## src/rtl/alufu_pkg.sv

```systemverilog
// alufu_pkg: shared constants, function-code enum and flag bit indices for the buffered ALU FU
package alufu_pkg;
    localparam logic [3:0] ALU_CLASS = 4'h4;
    localparam int FLAG_Z = 0;
    localparam int FLAG_N = 1;
    localparam int FLAG_C = 2;
    localparam int FLAG_V = 3;
    typedef enum logic [3:0] {
        FN_ADD  = 4'd0,
        FN_SUB  = 4'd1,
        FN_AND  = 4'd2,
        FN_OR   = 4'd3,
        FN_XOR  = 4'd4,
        FN_SHL  = 4'd5,
        FN_SHR  = 4'd6,
        FN_SRA  = 4'd7,
        FN_SLT  = 4'd8,
        FN_SLTU = 4'd9
    } alu_fn_e;
endpackage

```

## src/rtl/alufu_buffered_if.sv

```systemverilog
// alufu_buffered_if: issue inputs plus CDB/ROB delivery signals of the buffered ALU FU
interface alufu_buffered_if #(
    parameter int XLEN    = 8,
    parameter int ROBID_W = 4,
    parameter int WB_W    = 8,
    parameter int FLAG_W  = 8
);
    logic                      input_transmit;
    logic [7:0]                operand;
    logic [1:0][XLEN-1:0]      depvals;
    logic [WB_W-1:0]           wbs;
    logic [FLAG_W-1:0]         flags;
    logic [ROBID_W-1:0]        robid;
    logic                      cdb_transmit;
    logic                      cdb_transmit_out;
    logic [ROBID_W-1:0]        cdb_id;
    logic [XLEN-1:0]           cdb_val;
    logic                      rob_transmit;
    logic                      rob_transmit_out;
    logic [ROBID_W-1:0]        robid_out;
    logic [FLAG_W-1:0]         flags_out;
    logic [WB_W-1:0]           wbs_out;
    logic [XLEN-1:0]           value_out;
    logic                      busy;
    modport slave (
        input  input_transmit, operand, depvals, wbs, flags, robid, cdb_transmit, rob_transmit,
        output cdb_transmit_out, cdb_id, cdb_val, rob_transmit_out, robid_out, flags_out,
               wbs_out, value_out, busy
    );
    modport master (
        output input_transmit, operand, depvals, wbs, flags, robid, cdb_transmit, rob_transmit,
        input  cdb_transmit_out, cdb_id, cdb_val, rob_transmit_out, robid_out, flags_out,
               wbs_out, value_out, busy
    );
endinterface

```

## src/rtl/alufu_core.sv

```systemverilog
// alufu_core: combinational ALU result and, with ALUFU_FLAGS_EN, the V/C/N/Z bits
module alufu_core import alufu_pkg::*; #(
    parameter int XLEN = 8
) (
    input  logic [3:0]      fn_i,
    input  logic [XLEN-1:0] a_i,
    input  logic [XLEN-1:0] b_i,
`ifdef ALUFU_FLAGS_EN
    output logic [3:0]      vcnz_o,
`endif
    output logic [XLEN-1:0] res_o
);
    localparam int SH = $clog2(XLEN);
    logic [SH-1:0] sh;
    assign sh = b_i[SH-1:0];
    // result select by function code; unused codes yield zero
    always_comb begin
        case (fn_i)
            FN_ADD:  res_o = a_i + b_i;
            FN_SUB:  res_o = a_i - b_i;
            FN_AND:  res_o = a_i & b_i;
            FN_OR:   res_o = a_i | b_i;
            FN_XOR:  res_o = a_i ^ b_i;
            FN_SHL:  res_o = a_i << sh;
            FN_SHR:  res_o = a_i >> sh;
            FN_SRA:  res_o = $signed(a_i) >>> sh;
            FN_SLT:  res_o = XLEN'($signed(a_i) < $signed(b_i));
            FN_SLTU: res_o = XLEN'(a_i < b_i);
            default: res_o = '0;
        endcase
    end
`ifdef ALUFU_FLAGS_EN
    logic [XLEN:0] sum;
    logic          ms_a, ms_b, ms_r;
    assign sum  = {1'b0, a_i} + {1'b0, b_i};
    assign ms_a = a_i[XLEN-1];
    assign ms_b = b_i[XLEN-1];
    assign ms_r = res_o[XLEN-1];
    // carry is borrow on SUB; overflow when operand signs demand a sign the result lacks
    always_comb begin
        vcnz_o         = '0;
        vcnz_o[FLAG_Z] = res_o == '0;
        vcnz_o[FLAG_N] = ms_r;
        vcnz_o[FLAG_C] = fn_i == FN_ADD ? sum[XLEN] : fn_i == FN_SUB ? a_i < b_i : 1'b0;
        vcnz_o[FLAG_V] = fn_i == FN_ADD ? (ms_a == ms_b) && (ms_r != ms_a) :
                         fn_i == FN_SUB ? (ms_a != ms_b) && (ms_r != ms_a) : 1'b0;
    end
`endif
endmodule

```

## src/rtl/alufu_buffered.sv

```systemverilog
// alufu_buffered: ALU FU with an in-order result buffer delivered separately to CDB and ROB (option ALUFU_FLAGS_EN)
module alufu_buffered import alufu_pkg::*; #(
    parameter int XLEN    = 8,
    parameter int ROBID_W = 4,
    parameter int WB_W    = 8,
    parameter int FLAG_W  = 8,
    parameter int DEPTH   = 2
) (
    input logic           clk,
    input logic           rst,
    alufu_buffered_if.slave bus
);
    localparam int AW = $clog2(DEPTH);
    localparam int CW = AW + 1;
    typedef struct packed {
        logic [XLEN-1:0]    value;
        logic [ROBID_W-1:0] robid;
        logic [WB_W-1:0]    wbs;
        logic [FLAG_W-1:0]  flags;
        logic               cdb_done;
        logic               rob_done;
    } entry_t;
    entry_t          ent_q [DEPTH];
    entry_t          ent_d [DEPTH];
    logic [AW-1:0]   head_q, head_d, tail_q, tail_d;
    logic [CW-1:0]   count_q, count_d;
    entry_t          head, new_ent;
    logic [XLEN-1:0] res;
    logic [FLAG_W-1:0] fl;
    logic            head_valid, cdb_xfer, rob_xfer, pop, push;
    alufu_core #(.XLEN(XLEN)) u_core (
        .fn_i   (bus.operand[7:4]),
        .a_i    (bus.depvals[1]),
        .b_i    (bus.depvals[0]),
`ifdef ALUFU_FLAGS_EN
        .vcnz_o (fl[3:0]),
`endif
        .res_o  (res)
    );
`ifdef ALUFU_FLAGS_EN
    assign fl[FLAG_W-1:4] = bus.flags[FLAG_W-1:4];
`else
    assign fl = bus.flags;
`endif
    assign head       = ent_q[head_q];
    assign head_valid = count_q != '0;
    assign bus.busy   = count_q == CW'(DEPTH);
    assign push       = bus.input_transmit & ~bus.busy & (bus.operand[3:0] == ALU_CLASS);
    assign bus.cdb_transmit_out = head_valid & ~head.cdb_done;
    assign bus.rob_transmit_out = head_valid & ~head.rob_done;
    assign cdb_xfer   = bus.cdb_transmit_out & ~bus.cdb_transmit;
    assign rob_xfer   = bus.rob_transmit_out & ~bus.rob_transmit;
    assign pop        = head_valid & (head.cdb_done | cdb_xfer) & (head.rob_done | rob_xfer);
    assign new_ent    = '{value: res, robid: bus.robid, wbs: bus.wbs, flags: fl, cdb_done: 1'b0, rob_done: 1'b0};
    assign bus.value_out = head_valid ? head.value : '0;
    assign bus.cdb_val   = bus.value_out;
    assign bus.robid_out = head_valid ? head.robid : '0;
    assign bus.cdb_id    = bus.robid_out;
    assign bus.wbs_out   = head_valid ? head.wbs : '0;
    assign bus.flags_out = head_valid ? head.flags : '0;
    // head either pops or records which consumer took it; accepted ops land at the tail
    always_comb begin
        ent_d   = ent_q;
        head_d  = head_q;
        tail_d  = tail_q;
        if (pop) begin
            head_d = head_q + AW'(1);
        end else begin
            if (cdb_xfer) ent_d[head_q].cdb_done = 1'b1;
            if (rob_xfer) ent_d[head_q].rob_done = 1'b1;
        end
        if (push) begin
            ent_d[tail_q] = new_ent;
            tail_d        = tail_q + AW'(1);
        end
        count_d = count_q + CW'(push) - CW'(pop);
    end
    // buffer state; reset discards everything in flight
    always_ff @(posedge clk or posedge rst) begin
        if (rst) begin
            for (int i = 0; i < DEPTH; i++) ent_q[i] <= '0;
            head_q  <= '0;
            tail_q  <= '0;
            count_q <= '0;
        end else begin
            ent_q   <= ent_d;
            head_q  <= head_d;
            tail_q  <= tail_d;
            count_q <= count_d;
        end
    end
endmodule

```

## src/flat_wrapper.sv

```systemverilog
// flat-port wrapper written by rule: the top's interface ports become plain ports
module alufu_buffered_flat import alufu_pkg::*;
#(
    parameter int XLEN    = 8,
    parameter int ROBID_W = 4,
    parameter int WB_W    = 8,
    parameter int FLAG_W  = 8,
    parameter int DEPTH   = 2
)
  (clk, rst, bus_input_transmit, bus_operand, bus_depvals, bus_wbs, bus_flags, bus_robid, bus_cdb_transmit, bus_rob_transmit, bus_cdb_transmit_out, bus_cdb_id, bus_cdb_val, bus_rob_transmit_out, bus_robid_out, bus_flags_out, bus_wbs_out, bus_value_out, bus_busy);
  alufu_buffered_if #(.XLEN(XLEN), .ROBID_W(ROBID_W), .WB_W(WB_W), .FLAG_W(FLAG_W)) bus_i ();
  input logic clk;
  input logic rst;
  input wire logic [$bits(bus_i.input_transmit)-1:0] bus_input_transmit;
  input wire logic [$bits(bus_i.operand)-1:0] bus_operand;
  input wire logic [$bits(bus_i.depvals)-1:0] bus_depvals;
  input wire logic [$bits(bus_i.wbs)-1:0] bus_wbs;
  input wire logic [$bits(bus_i.flags)-1:0] bus_flags;
  input wire logic [$bits(bus_i.robid)-1:0] bus_robid;
  input wire logic [$bits(bus_i.cdb_transmit)-1:0] bus_cdb_transmit;
  input wire logic [$bits(bus_i.rob_transmit)-1:0] bus_rob_transmit;
  output wire logic [$bits(bus_i.cdb_transmit_out)-1:0] bus_cdb_transmit_out;
  output wire logic [$bits(bus_i.cdb_id)-1:0] bus_cdb_id;
  output wire logic [$bits(bus_i.cdb_val)-1:0] bus_cdb_val;
  output wire logic [$bits(bus_i.rob_transmit_out)-1:0] bus_rob_transmit_out;
  output wire logic [$bits(bus_i.robid_out)-1:0] bus_robid_out;
  output wire logic [$bits(bus_i.flags_out)-1:0] bus_flags_out;
  output wire logic [$bits(bus_i.wbs_out)-1:0] bus_wbs_out;
  output wire logic [$bits(bus_i.value_out)-1:0] bus_value_out;
  output wire logic [$bits(bus_i.busy)-1:0] bus_busy;
  assign bus_i.input_transmit = bus_input_transmit;
  assign bus_i.operand = bus_operand;
  assign bus_i.depvals = bus_depvals;
  assign bus_i.wbs = bus_wbs;
  assign bus_i.flags = bus_flags;
  assign bus_i.robid = bus_robid;
  assign bus_i.cdb_transmit = bus_cdb_transmit;
  assign bus_i.rob_transmit = bus_rob_transmit;
  assign bus_cdb_transmit_out = bus_i.cdb_transmit_out;
  assign bus_cdb_id = bus_i.cdb_id;
  assign bus_cdb_val = bus_i.cdb_val;
  assign bus_rob_transmit_out = bus_i.rob_transmit_out;
  assign bus_robid_out = bus_i.robid_out;
  assign bus_flags_out = bus_i.flags_out;
  assign bus_wbs_out = bus_i.wbs_out;
  assign bus_value_out = bus_i.value_out;
  assign bus_busy = bus_i.busy;
  alufu_buffered #(.XLEN(XLEN), .ROBID_W(ROBID_W), .WB_W(WB_W), .FLAG_W(FLAG_W), .DEPTH(DEPTH)) u_core (.clk(clk), .rst(rst), .bus(bus_i));
endmodule
```

## config.mk

```make
export PLATFORM = sky130hd
export DESIGN_NAME = alufu_buffered_flat
export DESIGN_NICKNAME = d
export VERILOG_FILES = /design/src/rtl/alufu_pkg.sv /design/src/rtl/alufu_buffered_if.sv /design/src/rtl/alufu_core.sv /design/src/rtl/alufu_buffered.sv /design/src/flat_wrapper.sv
export SDC_FILE = /design/constraint.sdc
export NUM_CORES = 1
export LEC_CHECK = 0
export ABC_AREA = 1
export CELL_PAD_IN_SITES_DETAIL_PLACEMENT = 1
export CELL_PAD_IN_SITES_GLOBAL_PLACEMENT = 1
export CORE_MARGIN = 1.5
export CORE_UTILIZATION = 41
export DETAILED_ROUTE_END_ITERATION = 10
export PLACE_DENSITY = 0.86
export SYNTH_ARGS = -nofsm -noshare
export SYNTH_HDL_FRONTEND = slang
export SYNTH_SLANG_ARGS = --single-unit
```

## constraint.sdc

```tcl
create_clock -name clk -period 3.02 [get_ports clk]
set_input_delay 0.302 -clock clk [delete_from_list [all_inputs] [get_ports clk]]
set_output_delay 0.302 -clock clk [all_outputs]
set_load 0.005 [all_outputs]
```

# Word level (Yosys, flattened, before mapping)
# Cells that the tools add are included.
# Widths: inputs -> output; s select.
dict set report word_totals {
  wordCells 87
  register_bits 64
  input_bits 49
  output_inout_bits 43
}
dict set report classes {
  bitwise 20
  n_reduce_logical 4
  shift 3
  n_addsub 6
  magnitude_cmp 6
  mux 22
  n_eq_ne 11
}
# operator count
set ops {}
lappend ops {{$mux 60} 5}
lappend ops {{$bwmux 60} 3}
lappend ops {{$mux 30} 4}
lappend ops {{$demux 30 s1} 3}
lappend ops {{$pmux 8 s10} 1}
lappend ops {{$mux 8} 3}
lappend ops {{$eq 4x3->1 const B} 5}
lappend ops {{$lt 8x8->1} 2}
lappend ops {{$add 8x8->8} 1}
lappend ops {{$and 1x1->1} 8}
lappend ops {{$and 8x8->8} 1}
lappend ops {{$eq 4x2->1 const B} 2}
lappend ops {{$eq 4x4->1 const B} 2}
lappend ops {{$or 8x8->8} 1}
lappend ops {{$shl 8x3->8} 1}
lappend ops {{$shr 8x3->8} 1}
lappend ops {{$sshr 8x3->8} 1}
lappend ops {{$sub 8x8->8} 1}
lappend ops {{$xor 8x8->8} 1}
lappend ops {{$not 1->1} 5}
lappend ops {{$eq 4x1->1 const B} 1}
lappend ops {{$ge 2x2->1 const B} 2}
lappend ops {{$logic_not 4->1} 1}
lappend ops {{$lt 2x1->1 const B} 2}
lappend ops {{11 further kinds} 15}

# Logic depth before layout (Yosys ltp)
dict set report logic_depth {
  word_depth 16
  depth_mapped 16
  mapped_depth_nobuf 14
}

# Hierarchy
# A second synthesis with hierarchy kept.
dict set report hier_totals {
  hier_cells 740
  hier_area_um2 4864.7
}
# mod seq_area_each_um2 n_inst cells_per_inst area_per_inst_um2
set modules_own_cells {}
lappend modules_own_cells {alufu_buffered 1601.5 1 380 3050.4}
lappend modules_own_cells {alufu_core 0.0 1 360 1814.2}

# Worst setup path before layout
# Ideal clock, no wire load.
dict set report synth_path {
  path_type {input port to flip-flop}
  from {in bus_depvals[2]}
  to {reg u_core.ent_q[24] (netlist bit)}
  setup_ns 0.117
  path_stages 12
  t_required_ns 2.903
  setup_slack_ns 1.113
  arrival_time_ns 1.790
  path_buffers 3
  cell_sequence {buf_2 -> inv_1 -> buf_2 -> ha_1 -> buf_2 -> or2_2 -> nand3_1 -> o21ai_1 -> nor2_1 -> nand4_1 -> nand2_1 -> nand2_1}
}
dict set report synth_via {
  elab_chain_cells 4
  word_cells_on_any_way 11
  cone_classes {add/sub: 2; shift: 3; mux: 3; bitwise: 3}
}
# item line_no
set synth_lines {}
lappend synth_lines {{start: declaration} flat_wrapper.sv:16} ;# input wire logic [$bits(bus_i.depvals)-1:0] bus_depvals;
lappend synth_lines {{$sub 8x8->8 (tied with other cells)} alufu_core.sv:20} ;# FN_SUB: res_o = a_i - b_i;
lappend synth_lines {{$pmux 8 s10 *} alufu_core.sv:18} ;# case (fn_i)
lappend synth_lines {{$bwmux 60 *} alufu_buffered.sv:73} ;# ent_d[tail_q] = new_ent;
lappend synth_lines {{$mux 60 *} alufu_buffered.sv:72} ;# if (push) begin
lappend synth_lines {{end signal: assignment} alufu_buffered.sv:86} ;# ent_q <= ent_d;
lappend synth_lines {{end: declaration} alufu_buffered.sv:23} ;# entry_t ent_q [DEPTH];
# Every way passes the cells marked *; elsewhere a longest branch is shown, timed or not.
# A chain may end at the register's enable or synchronous reset.

# Worst setup path in the final report
dict set report layout_path {
  from {in bus_depvals[10]}
  to {reg u_core.ent_q[52] (netlist bit)}
}
dict set report layout_via {
  elab_chain_cells 4
  word_cells_on_any_way 8
  cone_classes {order compare: 2; shift: 3; mux: 3}
}
# item line_no
set layout_lines {}
lappend layout_lines {{$lt 8x8->1 (tied with other cells)} alufu_core.sv:28} ;# FN_SLTU: res_o = XLEN'(a_i < b_i);
lappend layout_lines {{$pmux 8 s10 *} alufu_core.sv:18}
lappend layout_lines {{$bwmux 60 *} alufu_buffered.sv:73}
lappend layout_lines {{$mux 60 *} alufu_buffered.sv:72}
# Marked as above.

==> PnR_summary.wiki <==
{| class="wikitable"
! Metric !! Value
|-
| Run status || completed
|-
| Height of the die || approximately 110 µm
|-
| Largest net degree at the start of global routing || 48
|-
| Count of buffers added by post-CTS timing repair for setup || 0
|-
| Standard cell core area || ~12000 µm²
|-
| Number of antenna violations at the first check in global routing || 0
|-
| Placement Setup Slack || 0.322 ns
|-
| Latest clock arrival within the worst-skew pair || 0.33 ns
|-
| Leading post-synthesis cells by cell area || sky130_fd_sc_hd__dfrtp_1 (32%), sky130_fd_sc_hd__nand2_1 (18%), sky130_fd_sc_hd__nand3_1 (7.1%)
|-
| Worst flop-to-flop path endpoint || u_core.count_q[1]$_DFF_PP0_
|-
| Number of gates given a new drive strength after cts || 0
|-
| Endpoint kind of the worst setup timing path || flip-flop
|-
| Residual DRC || 0
|-
| Mapped Nets || 818
|-
| Maximum fanout count along the critical path || 8
|-
| Worst path arrival time || 2.64 ns
|-
| Sequential-to-total area share from yosys stat || 0.321
|-
| Number of max-cap violations || 0
|-
| Routed wire length || approximately 17 mm
|-
| Average instance area after synthesis || approximately 6.7 µm²
|-
| CTS tree || yes
|-
| First-pass GRT wire length || 27.1 mm
|-
| Async set-reset flop share out of synthesis || 1.00
|-
| IO Port Bufs || 91
|-
| Largest family of logic cells by synthesized area || simple AND/OR/NAND/NOR gates
|-
| Cell-internal power || just under 3 mW
|-
| Initial cell density of the core || 0.418
|-
| Highest achievable clock rate || around 0.4 GHz
|-
| Reg-to-reg setup timing slack || approximately 0.8 ns
|-
| Worst reg2reg startpoint || u_core.count_q[1]$_DFF_PP0_
|-
| Routed length on met2 || between 8 and 9 mm
|-
| Basic-gate share of the synthesized area counting and, or, nand and nor cells || 0.350
|-
| Post-Synthesis Cells || between 700 and 800
|-
| Crit path required time || 3.22 ns
|-
| Final worst path period share || 0.808
|-
| Power Dens Cells || between 700 and 800 nW/µm²
|-
| Cts bufs inserted || 9
|-
| Ratio of cells with drive above 1 in the final layout || 0.106
|-
| Total length of routed met3 wires || roughly 560 µm
|-
| Number of optimization iterations in the first detailed-route pass || 4
|-
| Least-Margin Pin Slew || roughly 0.90 ns
|-
| Post-Route Setup TNS || 0 ns
|-
| Netlist area before placement || 4980 µm²
|-
| Clock power frac || 0.226
|-
| Type of origin of the critical path || primary input
|-
| Last element of the critical path || u_core.ent_q[52]$_DFFE_PP0P_
|-
| Critical path startpoint || bus_depvals[10]
|-
| Worst Clk Skew || around 0.0059 ns
|-
| Total routed wire length on the met1 layer || ~7.1 mm
|-
| # H-tree levels || 3
|-
| Worst voltage drop across the vdd grid || about 270 µV
|-
| DRT antenna net count || 0
|-
| Post-synthesis sequential element count || 64
|-
| Final worst setup slack || between 0.5 and 0.6 ns
|-
| DP HPWL || ~13 mm
|-
| Yosys warning count || 0
|-
| Max-slew headroom || 0.402
|-
| Boundary Pins || 92
|-
| Grt ovf || 0
|-
| Wire length per cell || 17.1 µm
|-
| Number of hold violations in the final report || 0
|-
| Fraction of the mapped netlist area in adder cells || 0.0758
|-
| Via count of the routed design || 5139
|-
| DR vias/cell || 5.31
|-
| Die footprint || 12800 µm²
|-
| DR top layer || met4
|-
| Post-synthesis compound-gate area fraction || 0.125
|-
| Most common cell after layout, fill and taps aside || sky130_fd_sc_hd__nand2_1
|-
| Worst Hold Class || primary input to asynchronous set/reset pin
|-
| Flip-flop cell with the highest count after synthesis || sky130_fd_sc_hd__dfrtp_1
|-
| Count of endpoints failing setup in the final report || 0
|-
| Sw Share || 0.375
|-
| Leading area contributor after synthesis || sky130_fd_sc_hd__dfrtp_1
|-
| Clock net sink count || 64
|-
| Switching component of the power || 1.75 mW
|-
| R2R cell count || 10
|-
| Post-route minimum period || between 2 and 2.5 ns
|-
| Worst Setup Path Type || primary input to flip-flop
|-
| Clock transition time at the flip-flop clock pins of the worst setup and hold paths || about 0.060 ns
|-
| DRC marker count from the first detailed-route iteration || around 210
|-
| Final-report max-slew violation count || 0
|-
| Post-CTS Hold Buffers || 0
|-
| Logic pwr share || 0.470
|-
| Post-synth EDFFs || 0
|-
| Leading cell types in the layout, fill and taps excluded || sky130_fd_sc_hd__nand2_1 (238), sky130_fd_sc_hd__clkdlybuf4s50_1 (91), sky130_fd_sc_hd__inv_1 (80)
|-
| Die extent in x || 113 µm
|-
| Area added between synthesis and finish || 25.6%
|-
| Fraction of synthesized cell area taken by the top area cell type || 0.321
|-
| Flop pwr share || 0.303
|-
| Global routing usage summed across all routing layers || 0.268
|-
| Multiplexer share of the synthesized area || 0
|-
| XOR/XNOR share of the synthesized area || 0.00527
|-
| RSZ-0062 raised after global routing || false
|-
| Number of different library cells in the post-synthesis netlist || 37
|-
| Buffers from clock root to sink, at most || 2
|-
| Antenna diode instance count || 0
|-
| Placer Congestion || 0.900
|-
| Net count of the finished layout || roughly 890
|-
| Number of placement rows || 40
|-
| Fill cell count || 1553
|-
| Vias in the first global route || 5410
|-
| Clock root buffer master || sky130_fd_sc_hd__clkbuf_16
|-
| Cell leakage power || 3.14 nW
|}
[layer usage]
layer	up-vias	track usage
met5	-	0
met4	0	0.0867
met3	29	0.0402
met2	116	0.493
met1	2514	0.320
li1	2480	-
[metrics by stage]
| stage | util | total power [mW] | cell area (µm²) | cells | hold slack [ns] |
|---|---|---|---|---|---|
| CTS | 0.525 | 4.69 | 6260 | 968 | 0.404 |
| global route | 0.525 | 4.99 | 6260 | 968 | 0.477 |
| detailed placement | 0.500 | 3.59 | 5950 | 952 | 0.467 |
| finish | 0.525 | 4.66 | 6260 | 968 | 0.396 |
| global placement | 0.500 | 3.47 | 5950 | 952 | 0.463 |
| floorplan | - | 2.61 | 4980 | 740 | 0.449 |
[registers in the layout (all words and copies together), names as in the netlist]
signal,count
u_core.count_q,2
u_core.head_q,1
u_core.tail_q,1
u_core.ent_q,60
[synthesized netlist by cell type (14+ instances only)]
cell                      number
sky130_fd_sc_hd__o21ai_1      21
sky130_fd_sc_hd__nor2_1       41
sky130_fd_sc_hd__nand3_1      71
sky130_fd_sc_hd__ha_1         27
sky130_fd_sc_hd__dfrtp_1      64
sky130_fd_sc_hd__buf_4        14
sky130_fd_sc_hd__nand2_1     238
sky130_fd_sc_hd__inv_1        81
sky130_fd_sc_hd__a21oi_1      42
sky130_fd_sc_hd__inv_2        16
sky130_fd_sc_hd__o21ai_0      29
[cell type report]
cell class | count | area (µm²) | area share
multi-input cells | 539 | 2770 | 0.443
flip-flops and latches | 64 | 1600 | 0.256
repair buffers | 105 | 1030 | 0.164
inverters | 97 | 364 | 0.0582
clock buffers | 10 | 239 | 0.0382
well taps | 147 | 184 | 0.0294
clock inverters | 6 | 67.6 | 0.0108
[critical path: stages]
cell and delay, ns:
sky130_fd_sc_hd__clkdlybuf4s50_1 0.60, sky130_fd_sc_hd__inv_1 0.08, sky130_fd_sc_hd__ha_1 0.42, sky130_fd_sc_hd__nor2_1 0.23, sky130_fd_sc_hd__nand2_1 0.11, sky130_fd_sc_hd__nand2_1 0.11
sky130_fd_sc_hd__nand3_1 0.10, sky130_fd_sc_hd__nand3_1 0.15, sky130_fd_sc_hd__nand3_1 0.12, sky130_fd_sc_hd__nor2_1 0.29, sky130_fd_sc_hd__a21boi_1 0.12
[worst min path at each step]
| stage | startpoint | end |
|---|---|---|
| 2_1_floorplan | u_core.ent_q[25]$_DFFE_PP0P_ | u_core.ent_q[25]$_DFFE_PP0P_ |
| 3_3_place_gp | u_core.ent_q[27]$_DFFE_PP0P_ | u_core.ent_q[27]$_DFFE_PP0P_ |
| 3_5_place_dp | u_core.ent_q[27]$_DFFE_PP0P_ | u_core.ent_q[27]$_DFFE_PP0P_ |
| 4_1_cts | rst | u_core.ent_q[51]$_DFFE_PP0P_ |
| 5_1_grt | rst | u_core.ent_q[51]$_DFFE_PP0P_ |
| 6_report | rst | u_core.ent_q[17]$_DFFE_PP0P_ |
[cell families (layout without fill, tap and decap cells)]
logic type	Yosys count	in the layout
xor gates and xnor gates	3	3
buffers and inverters	137	218
adders and majority gates	29	29
AOI/OAI and AO/OA	112	112
DFF	64	64
and+or+nand+nor	395	395
[power by group through the flow]
stage               Combinational, mW  Sequential [mW]  Clock, mW
floorplan                        1.26             1.35          0
global placement                 2.09             1.38          0
detailed placement               2.18             1.42          0
CTS                              2.21             1.41       1.07
global route                     2.43             1.45       1.11
finish                           2.19             1.41       1.06
Note: power is estimated with default switching activity, not from simulation.
